## src/rtl/async_fifo_pkg.sv

```systemverilog
// Shared helpers for the async FIFO controllers: Gray/binary conversion and pointer width.
package async_fifo_pkg;

  localparam int MAX_W = 32;

  function automatic int PTR_W(input int addr_w);
    return addr_w + 1;
  endfunction

  function automatic logic [MAX_W-1:0] bin2gray(input logic [MAX_W-1:0] b);
    return b ^ (b >> 1);
  endfunction

  // Zero-extended Gray input decodes correctly since upper zeros do not alter the prefix XOR.
  function automatic logic [MAX_W-1:0] gray2bin_f(input logic [MAX_W-1:0] g);
    logic [MAX_W-1:0] b;
    b[MAX_W-1] = g[MAX_W-1];
    for (int i = MAX_W-2; i >= 0; i--) b[i] = b[i+1] ^ g[i];
    return b;
  endfunction

endpackage

```

## src/rtl/async_fifo_wr_ctrl_if.sv

```systemverilog
// Write-client / memory-side bundle of the async FIFO write controller.
interface async_fifo_wr_ctrl_if #(parameter int ADDR_WIDTH = 4);
  localparam int PW = ADDR_WIDTH + 1;

  logic                  wr_en;
  logic                  wr_ready;
  logic                  mem_we;
  logic [ADDR_WIDTH-1:0] mem_waddr;
  logic [PW-1:0]         wptr_gray;
  logic [PW-1:0]         rptr_gray_async;
  logic [PW-1:0]         wr_count;
  logic                  almost_full;
  logic                  overflow;
  logic                  overflow_clr;

  modport master (
    output wr_en, rptr_gray_async, overflow_clr,
    input  wr_ready, mem_we, mem_waddr, wptr_gray, wr_count, almost_full, overflow
  );

  modport slave (
    input  wr_en, rptr_gray_async, overflow_clr,
    output wr_ready, mem_we, mem_waddr, wptr_gray, wr_count, almost_full, overflow
  );
endinterface

```

## src/rtl/async_fifo_wr_ctrl_sync.sv

```systemverilog
// N-stage flop synchroniser for a Gray-coded pointer crossing clock domains.
module gray_sync #(
  parameter int SIZE   = 5,
  parameter int STAGES = 2
) (
  input  logic            clk,
  input  logic            rst,
  input  logic [SIZE-1:0] d,
  output logic [SIZE-1:0] q
);
  logic [STAGES-1:0][SIZE-1:0] chain;

  // Input lands directly on the first flop; nothing combinational in front of it.
  always_ff @(posedge clk or posedge rst) begin
    if (rst) chain <= '0;
    else     chain <= {chain[STAGES-2:0], d};
  end

  assign q = chain[STAGES-1];
endmodule

```

## src/rtl/async_fifo_wr_ctrl.sv

```systemverilog
// Write-side pointer/flag controller: owns the Gray write pointer, syncs the read pointer,
// and derives full, almost_full, fill level and a sticky overflow flag.
module async_fifo_wr_ctrl
  import async_fifo_pkg::*;
#(
  parameter int ADDR_WIDTH   = 4,
  parameter int SYNC_STAGES  = 2,
  parameter int AFULL_THRESH = 12
) (
  input logic                 clk,
  input logic                 rst,
  async_fifo_wr_ctrl_if.slave bus
);
  localparam int PW = PTR_W(ADDR_WIDTH);
  // Full when the write pointer has lapped the read pointer: top two Gray bits inverted.
  localparam logic [PW-1:0] FULL_MASK = PW'(3) << (PW-2);

  logic [PW-1:0] wbin, wbin_next, wgray, wgray_next;
  logic [PW-1:0] rq, rbin, fill_next, count_q;
  logic          full, rdy_q, accept, afull_q, ovf_q;

  gray_sync #(.SIZE(PW), .STAGES(SYNC_STAGES)) u_rsync (
    .clk (clk),
    .rst (rst),
    .d   (bus.rptr_gray_async),
    .q   (rq)
  );

  // rdy_q holds wr_ready low until the first edge after reset is released.
  assign bus.wr_ready  = rdy_q & ~full;
  assign accept        = bus.wr_en & bus.wr_ready;
  assign bus.mem_we    = accept;
  assign bus.mem_waddr = wbin[ADDR_WIDTH-1:0];
  assign bus.wptr_gray = wgray;
  assign bus.wr_count  = count_q;
  assign bus.almost_full = afull_q;
  assign bus.overflow  = ovf_q;

  assign wbin_next  = wbin + PW'(accept);
  assign wgray_next = PW'(bin2gray(32'(wbin_next)));
  assign rbin       = PW'(gray2bin_f(32'(rq)));
  assign fill_next  = wbin_next - rbin;

  always_ff @(posedge clk or posedge rst) begin
    if (rst) begin
      rdy_q   <= 1'b0;
      wbin    <= '0;
      wgray   <= '0;
      full    <= 1'b0;
      count_q <= '0;
      afull_q <= 1'b0;
      ovf_q   <= 1'b0;
    end else begin
      rdy_q   <= 1'b1;
      wbin    <= wbin_next;
      wgray   <= wgray_next;
      full    <= (wgray_next == (rq ^ FULL_MASK));
      count_q <= fill_next;
      afull_q <= (fill_next >= PW'(AFULL_THRESH));
      if (bus.wr_en & full)      ovf_q <= 1'b1;
      else if (bus.overflow_clr) ovf_q <= 1'b0;
    end
  end
endmodule

```

## src/flat_wrapper.sv

```systemverilog
// flat-port wrapper written by rule: the top's interface ports become plain ports
module async_fifo_wr_ctrl_flat import async_fifo_pkg::*;
#(
  parameter int ADDR_WIDTH   = 4,
  parameter int SYNC_STAGES  = 2,
  parameter int AFULL_THRESH = 12
)
  (clk, rst, bus_wr_en, bus_rptr_gray_async, bus_overflow_clr, bus_wr_ready, bus_mem_we, bus_mem_waddr, bus_wptr_gray, bus_wr_count, bus_almost_full, bus_overflow);
  async_fifo_wr_ctrl_if #(.ADDR_WIDTH(ADDR_WIDTH)) bus_i ();
  input logic clk;
  input logic rst;
  input wire logic [$bits(bus_i.wr_en)-1:0] bus_wr_en;
  input wire logic [$bits(bus_i.rptr_gray_async)-1:0] bus_rptr_gray_async;
  input wire logic [$bits(bus_i.overflow_clr)-1:0] bus_overflow_clr;
  output wire logic [$bits(bus_i.wr_ready)-1:0] bus_wr_ready;
  output wire logic [$bits(bus_i.mem_we)-1:0] bus_mem_we;
  output wire logic [$bits(bus_i.mem_waddr)-1:0] bus_mem_waddr;
  output wire logic [$bits(bus_i.wptr_gray)-1:0] bus_wptr_gray;
  output wire logic [$bits(bus_i.wr_count)-1:0] bus_wr_count;
  output wire logic [$bits(bus_i.almost_full)-1:0] bus_almost_full;
  output wire logic [$bits(bus_i.overflow)-1:0] bus_overflow;
  assign bus_i.wr_en = bus_wr_en;
  assign bus_i.rptr_gray_async = bus_rptr_gray_async;
  assign bus_i.overflow_clr = bus_overflow_clr;
  assign bus_wr_ready = bus_i.wr_ready;
  assign bus_mem_we = bus_i.mem_we;
  assign bus_mem_waddr = bus_i.mem_waddr;
  assign bus_wptr_gray = bus_i.wptr_gray;
  assign bus_wr_count = bus_i.wr_count;
  assign bus_almost_full = bus_i.almost_full;
  assign bus_overflow = bus_i.overflow;
  async_fifo_wr_ctrl #(.ADDR_WIDTH(ADDR_WIDTH), .SYNC_STAGES(SYNC_STAGES), .AFULL_THRESH(AFULL_THRESH)) u_core (.clk(clk), .rst(rst), .bus(bus_i));
endmodule
```

## config.mk

```make
export PLATFORM = sky130hd
export DESIGN_NAME = async_fifo_wr_ctrl_flat
export DESIGN_NICKNAME = d
export VERILOG_FILES = /design/src/rtl/async_fifo_pkg.sv /design/src/rtl/async_fifo_wr_ctrl_if.sv /design/src/rtl/async_fifo_wr_ctrl_sync.sv /design/src/rtl/async_fifo_wr_ctrl.sv /design/src/flat_wrapper.sv
export SDC_FILE = /design/constraint.sdc
export NUM_CORES = 1
export LEC_CHECK = 0
export CAP_MARGIN = 5
export CORE_ASPECT_RATIO = 0.6
export CORE_MARGIN = 2
export CORE_UTILIZATION = 51
export CTS_BUF_LIST = sky130_fd_sc_hd__clkbuf_4 sky130_fd_sc_hd__clkbuf_8
export DETAILED_ROUTE_END_ITERATION = 8
export PLACE_DENSITY = 0.8
export SLEW_MARGIN = 20
export SYNTH_ARGS = -nofsm -noshare
export SYNTH_HDL_FRONTEND = slang
export SYNTH_SLANG_ARGS = --single-unit
```

## constraint.sdc

```tcl
create_clock -name clk -period 3.5 [get_ports clk]
set_input_delay 0.7 -clock clk [delete_from_list [all_inputs] [get_ports clk]]
set_output_delay 0.7 -clock clk [all_outputs]
set_load 0.02 [all_outputs]
```

==> results of run 1 <==
registers in the layout, summed over array words and instances, names as in the netlist:
signal,flops
u_core.bus.wr_count,5
u_core.u_rsync.chain,5
u_core.u_rsync.q,5
u_core.wbin,5
u_core.bus.wptr_gray,4
u_core.bus.almost_full,1
u_core.bus.overflow,1
u_core.full,1
u_core.rdy_q,1
worst max-delay path, cell delays in order:
cell and delay, ps:
clkdlybuf4s50_1 470, and2_1 160, ha_1 220, ha_1 320, xor2_2 310, ha_1 310
nor2b_1 140, o21ai_0 220, a21o_1 170, o311ai_0 130
layout make-up:
class                   instances  area [µm²]  area share, %
multi-input cells              56       485.5          31.06
well taps                      30       37.54          2.402
repair buffers                 26       260.3          16.65
inverters                      10       37.54          2.402
flip-flops and latches         28       700.7          44.84
clock buffers                   3       41.29          2.642
per-stage QoR:
| stage | hold slack (ps) | area, µm² | util [%] |
|---|---|---|---|
| after floorplan | 331.2 | 1232 | - |
| after global placement | 331.7 | 1521 | 68.28 |
| after detailed placement | 337.9 | 1521 | 68.28 |
| after CTS | 357.9 | 1563 | 70.13 |
| after global routing | 360.1 | 1563 | 70.13 |
| final | 348.3 | 1563 | 70.13 |
path summary, 6_finish.rpt:
path / cells after the start / slack (ps) / end / startpoint
hold / removal: 0 / 350 / u_core.u_rsync.q[4] / u_core.u_rsync.chain[4]
setup reg to reg: 10 / 760 / u_core.bus.almost_full / u_core.u_rsync.q[4]
hold reg to reg: 0 / 350 / u_core.u_rsync.q[4] / u_core.u_rsync.chain[4]
setup / recovery: 10 / 470 / u_core.bus.almost_full / bus_wr_en
min in group asynchronous: 2 / 830 / u_core.bus.wr_count[3] / rst
max in group asynchronous: 2 / 2230 / u_core.bus.wr_count[4] / rst
cells by family (layout without fill, tap and decap cells):
family                   Yosys count  count (layout)
other                              1               1
multiplexers                       1               1
adder cells (fa/ha/maj)            8               8
XOR/XNOR                          20              20
buffers and inverters             12              39
AO/OA/AOI/OAI                      9               9
flip-flops                        28              28
AND/OR/NAND/NOR                   17              17
synthesized netlist by cell type, types with 2 or more instances:
cell	number	share of area [%]
ha_1	7	7.1
and2_1	2	1.0
inv_1	10	3.0
o21ai_0	3	1.2
nand3_1	3	1.2
nor2b_1	3	1.5
nor2_1	2	0.61
dfrtp_1	28	57
xor2_1	7	5.0
nand2_1	4	1.2
xnor2_1	10	7.1
power by group:
part	internal, mW	switching [mW]	total (mW)
registers	0.433	0.0733	0.506
logic	0.390	0.423	0.813
clock network	0.0771	0.0905	0.168
total	0.900	0.587	1.49
per-layer routing:
metal  global-route usage, %  vias to the layer above  routed length [µm]
li1                        -                      356                   -
met1                   21.94                      367                 844
met5                       0                        -                   0
met3                   6.720                        4                 147
met4                   4.082                        0                  24
met2                   26.08                       27                 940
==> impl_metrics.tcl, run 1 <==
set metrics [dict create \
    status "finished clean" \
    htree_levels 1 \
    critical_path_class "input pin to register" \
    dieArea_um2 2839 \
    fp.dieH_um 42.08 \
    power_density_nw_per_um2 951.6 \
    setup_viol 0 \
    cts_max_path_buffers 2 \
    initial_core_util_pct 55.31 \
    setup_slack_ps 472.7 \
    synth_nets 113 \
    portBuffers 26 \
    clock_latency_ps 270 \
    synth-warning-count 0 \
    wl_um 1956 \
    ctsResizeCount 0 \
    drc 0 \
    hold_class "register to register" \
    n_fill_cell 160 \
    post_drt_wl_per_cell_um 12.78 \
    dp.cells 150 \
    drtIter0Drc 68 \
    yosysSeqAreaShare_pct 56.85 \
    arrival_ps 3150 \
    synthMuxAreaShare_pct 0.8122 \
    fin_skew_ps 5.976 \
    fin_total_pwr_mw 1.487 \
    io_pins 27 \
    layout_min_cycle_time_ps 3027 \
    final_common_cell "dfrtp_1" \
    drv_cap 0 \
    rsz0062_at_grt "no" \
    synthFlopType "dfrtp_1" \
    dp_slack_ps 206.7 \
    die_w_um 67.47 \
    layout_common_cells "dfrtp_1 (28), clkdlybuf4s50_1 (26), xnor2_1 (10)" \
    numCtsBuffers 3 \
    tightest_slew_ps 955.2 \
    ys_async_sr_fraction_pct 100.0 \
    core-area_um2 2228 \
    synthAdderAreaFrac_pct 8.731 \
    grtUsageTotal_pct 16.75 \
    syn_area_per_cell_um2 12.84 \
    tns_ps 0 \
    cts_setup_buffers 0 \
    antennaDiodeCount 0 \
    ant_nets 0 \
    syn_inst 96 \
    synthSimpleGateAreaFrac_pct 7.817 \
    ys_seq_elements 28 \
    finalHoldViolCount 0 \
    vdd_drop_max_mv 0.4569 \
    maxSlewHeadroom_pct 35.93 \
    syn_area_um2 1232 \
    cts_tree "yes" \
    synth_top_family_by_area "XOR/XNOR gates" \
    timing.critical_path.required_ps 3630 \
    start_kind "input pin" \
    hpwl_um 1524 \
    nets 142 \
    std_cell_rows 13 \
    final_cells 153 \
    synth_edf_count 0 \
    syn_to_final_growth_pct 26.80 \
    synth-compound-area-share_pct 5.178 \
    drive_gt1_share_pct 4.878 \
    antenna_found_initial 0 \
    clock.fmax_mhz 330.3 \
    clock_sinks 28 \
    synth.distinct_cells 28 \
    synth-xor-area-share_pct 16.55 \
    viasPerCell 4.928 \
    drtPass1Iterations 4 \
    cts_hold_buffers 0 \
    grt_pass1_wl_um 3450 \
    clk_pin_slew_ps 90 \
    critical_path.max_fanout 5 \
    root_buffer "clkbuf_8" \
    worstSetupEndpointType "register" \
    via_count 754 \
    grt_pass1_vias 781 \
    grt_max_degree 29 \
    maxSlewViolCount 0 \
    gp_routability_congestion 0.7568 \
    fin_crit_sh_pct 86.50 \
    grt_remaining_overflow 0 \
    leakagePower_nw 0.7104 \
]
Note: power is estimated with default switching activity, not from simulation.
==> inputs of run 2 (changes only) <==
CORE_ASPECT_RATIO = 0.7   (was 0.6)
clock period = 3.2 ns   (was 3.5 ns; I/O delays follow)
==> run 2 against run 1 <==
  * Worst setup slack lost 69 ps
  * Highest routed layer unchanged
  * Largest power group unchanged
  * Register-to-register slack lost 270 ps
  * Utilization increased by 0.062 points
  * Sequential share of layout area about the same
  * Clock power decreased by 16%
  * First-iteration DRC count is 94% lower
  * Non-clock buffer count up 2
  * Clock skew shrank 2.5 ps
  * Total power grew 6.6%
  * Wire length rose by 0.41%
  * Global-route usage down 1.3 points
  * Final area about the same
==> impl_metrics.tcl, run 2 (synthesis results as in run 1) <==
set metrics [dict create \
    setup_viol 0 \
    grt_pass1_vias 766 \
    clk_pin_slew_ps 140 \
    rsz0062_at_grt "no" \
    holdPathStages 0 \
    hold_class "register to register" \
    drtPass1Iterations 3 \
    cts_tree "yes" \
    start_kind "input pin" \
    internal_power_uw 953.4 \
    dieArea_um2 2832 \
    grt_remaining_overflow 0 \
    nets 144 \
    drv_cap 0 \
    critical_path.max_fanout 5 \
    power_density_nw_per_um2 1015 \
    layout_common_cells "dfrtp_1 (28), clkdlybuf4s50_1 (26), xnor2_1 (10), inv_1 (10)" \
    n_fill_cell 173 \
    rr_worst_depth 10 \
    numCtsBuffers 3 \
    arrival_ps 2990 \
    antennaDiodeCount 0 \
    finalHoldViolCount 0 \
    die_w_um 62.76 \
    clock_latency_ps 320 \
    antenna_found_initial 0 \
    via_count 765 \
    grt_pass1_wl_um 3222 \
    cts_setup_buffers 0 \
    drc 0 \
    fin_crit_sh_pct 87.40 \
    hpwl_um 1490 \
    root_buffer "clkbuf_4" \
    portBuffers 26 \
    viasPerCell 4.873 \
    status "finished clean" \
    wl_um 1964 \
    clock_sinks 28 \
    post_drt_wl_per_cell_um 12.51 \
    grtUsageTotal_pct 15.41 \
    place_area_um2 1539 \
    clock.fmax_mhz 357.6 \
    fp.dieH_um 45.13 \
    layout_min_cycle_time_ps 2797 \
    core-area_um2 2225 \
    tns_ps 0 \
    power_frac_comb_pct 56.3 \
    ctsResizeCount 0 \
    initial_core_util_pct 55.40 \
    cts_max_path_buffers 2 \
    cts_hold_buffers 0 \
    drive_gt1_share_pct 6.400 \
    std_cell_rows 14 \
    timing.critical_path.required_ps 3390 \
    io_pins 27 \
    fin_skew_ps 3.500 \
    grt_max_degree 29 \
    syn_to_final_growth_pct 26.70 \
    worstSetupEndpointType "register" \
    htree_levels 1 \
    critical_path_class "input pin to register" \
    rrSetupSlack_ps 490 \
    clkPwrFrac_pct 8.9 \
    leakagePower_nw 0.7160 \
    vdd_drop_max_mv 0.6526 \
    power.switching_uw 631.4 \
    drtIter0Drc 4 \
    switching_share_pct 39.84 \
    final_common_cell "dfrtp_1" \
    fin_area_um2 1562 \
    seq_power_share_pct 34.9 \
    maxSlewViolCount 0 \
    gp_routability_congestion 0.6945 \
    ant_nets 0 \
]
## run 2: cell count changes in the layout (fill, tap and decap cells not counted)
cell      delta
buf_4        +2
clkbuf_4     +3
clkbuf_8     -3
clkinv_1     -1
inv_1        +1
## run 2: through the flow
stage               hold WS, ps  instances  util, %  setup WS (ps)  total power, mW
floorplan                 331.2         96        -          418.6            1.135
global placement          331.7        154    69.18          186.3            1.425
detailed placement        338.1        154    69.18          25.77            1.458
CTS                       369.3        157    70.19          396.5            1.602
global route              372.7        157    70.19          240.9            1.706
finish                    365.1        157    70.19          403.2            1.585
## run 2: path summary, 6_finish.rpt
path	endpoint	startpoint
max	u_core.bus.almost_full	bus_wr_en
min	u_core.u_rsync.q[1]	u_core.u_rsync.chain[1]
max reg2reg	u_core.bus.almost_full	u_core.u_rsync.q[4]
min reg2reg	u_core.u_rsync.q[1]	u_core.u_rsync.chain[1]
max in group asynchronous	u_core.u_rsync.chain[3]	rst
min in group asynchronous	u_core.bus.almost_full	rst
## run 2: final cells by class
cell class / instances / area, µm² / area share [%]
multi-input combinational: 56 / 485.5 / 31.09
tap: 32 / 40.04 / 2.564
sequential: 28 / 700.7 / 44.87
inverter: 10 / 37.54 / 2.404
clock buffer: 3 / 22.52 / 1.442
timing repair buffer: 28 / 275.3 / 17.63
## run 2: per-layer routing
| layer | up-vias | track usage (%) | part of all wire, % |
|---|---|---|---|
| met4 | 0 | 1.333 | 0.51 |
| met2 | 23 | 29.46 | 49 |
| met5 | - | 0 | 0 |
| met1 | 376 | 17.86 | 44 |
| li1 | 364 | - | - |
| met3 | 2 | 5.486 | 6.1 |
## run 2: critical path, cell delays in order
cell             delay, ps
clkdlybuf4s50_1        470
and2_1                 160
ha_1                   220
ha_1                   310
xor2_2                 230
ha_1                   290
nor2b_1                140
o21ai_0                220
a21o_1                 170
o311ai_0               140
## run 2: power by group through the flow
stage | clock, mW | sequential, mW | combinational (mW)
floorplan | 0 | 0.660 | 0.475
global placement | 0 | 0.554 | 0.870
detailed placement | 0 | 0.561 | 0.897
CTS | 0.144 | 0.555 | 0.903
global route | 0.160 | 0.569 | 0.977
finish | 0.141 | 0.552 | 0.892
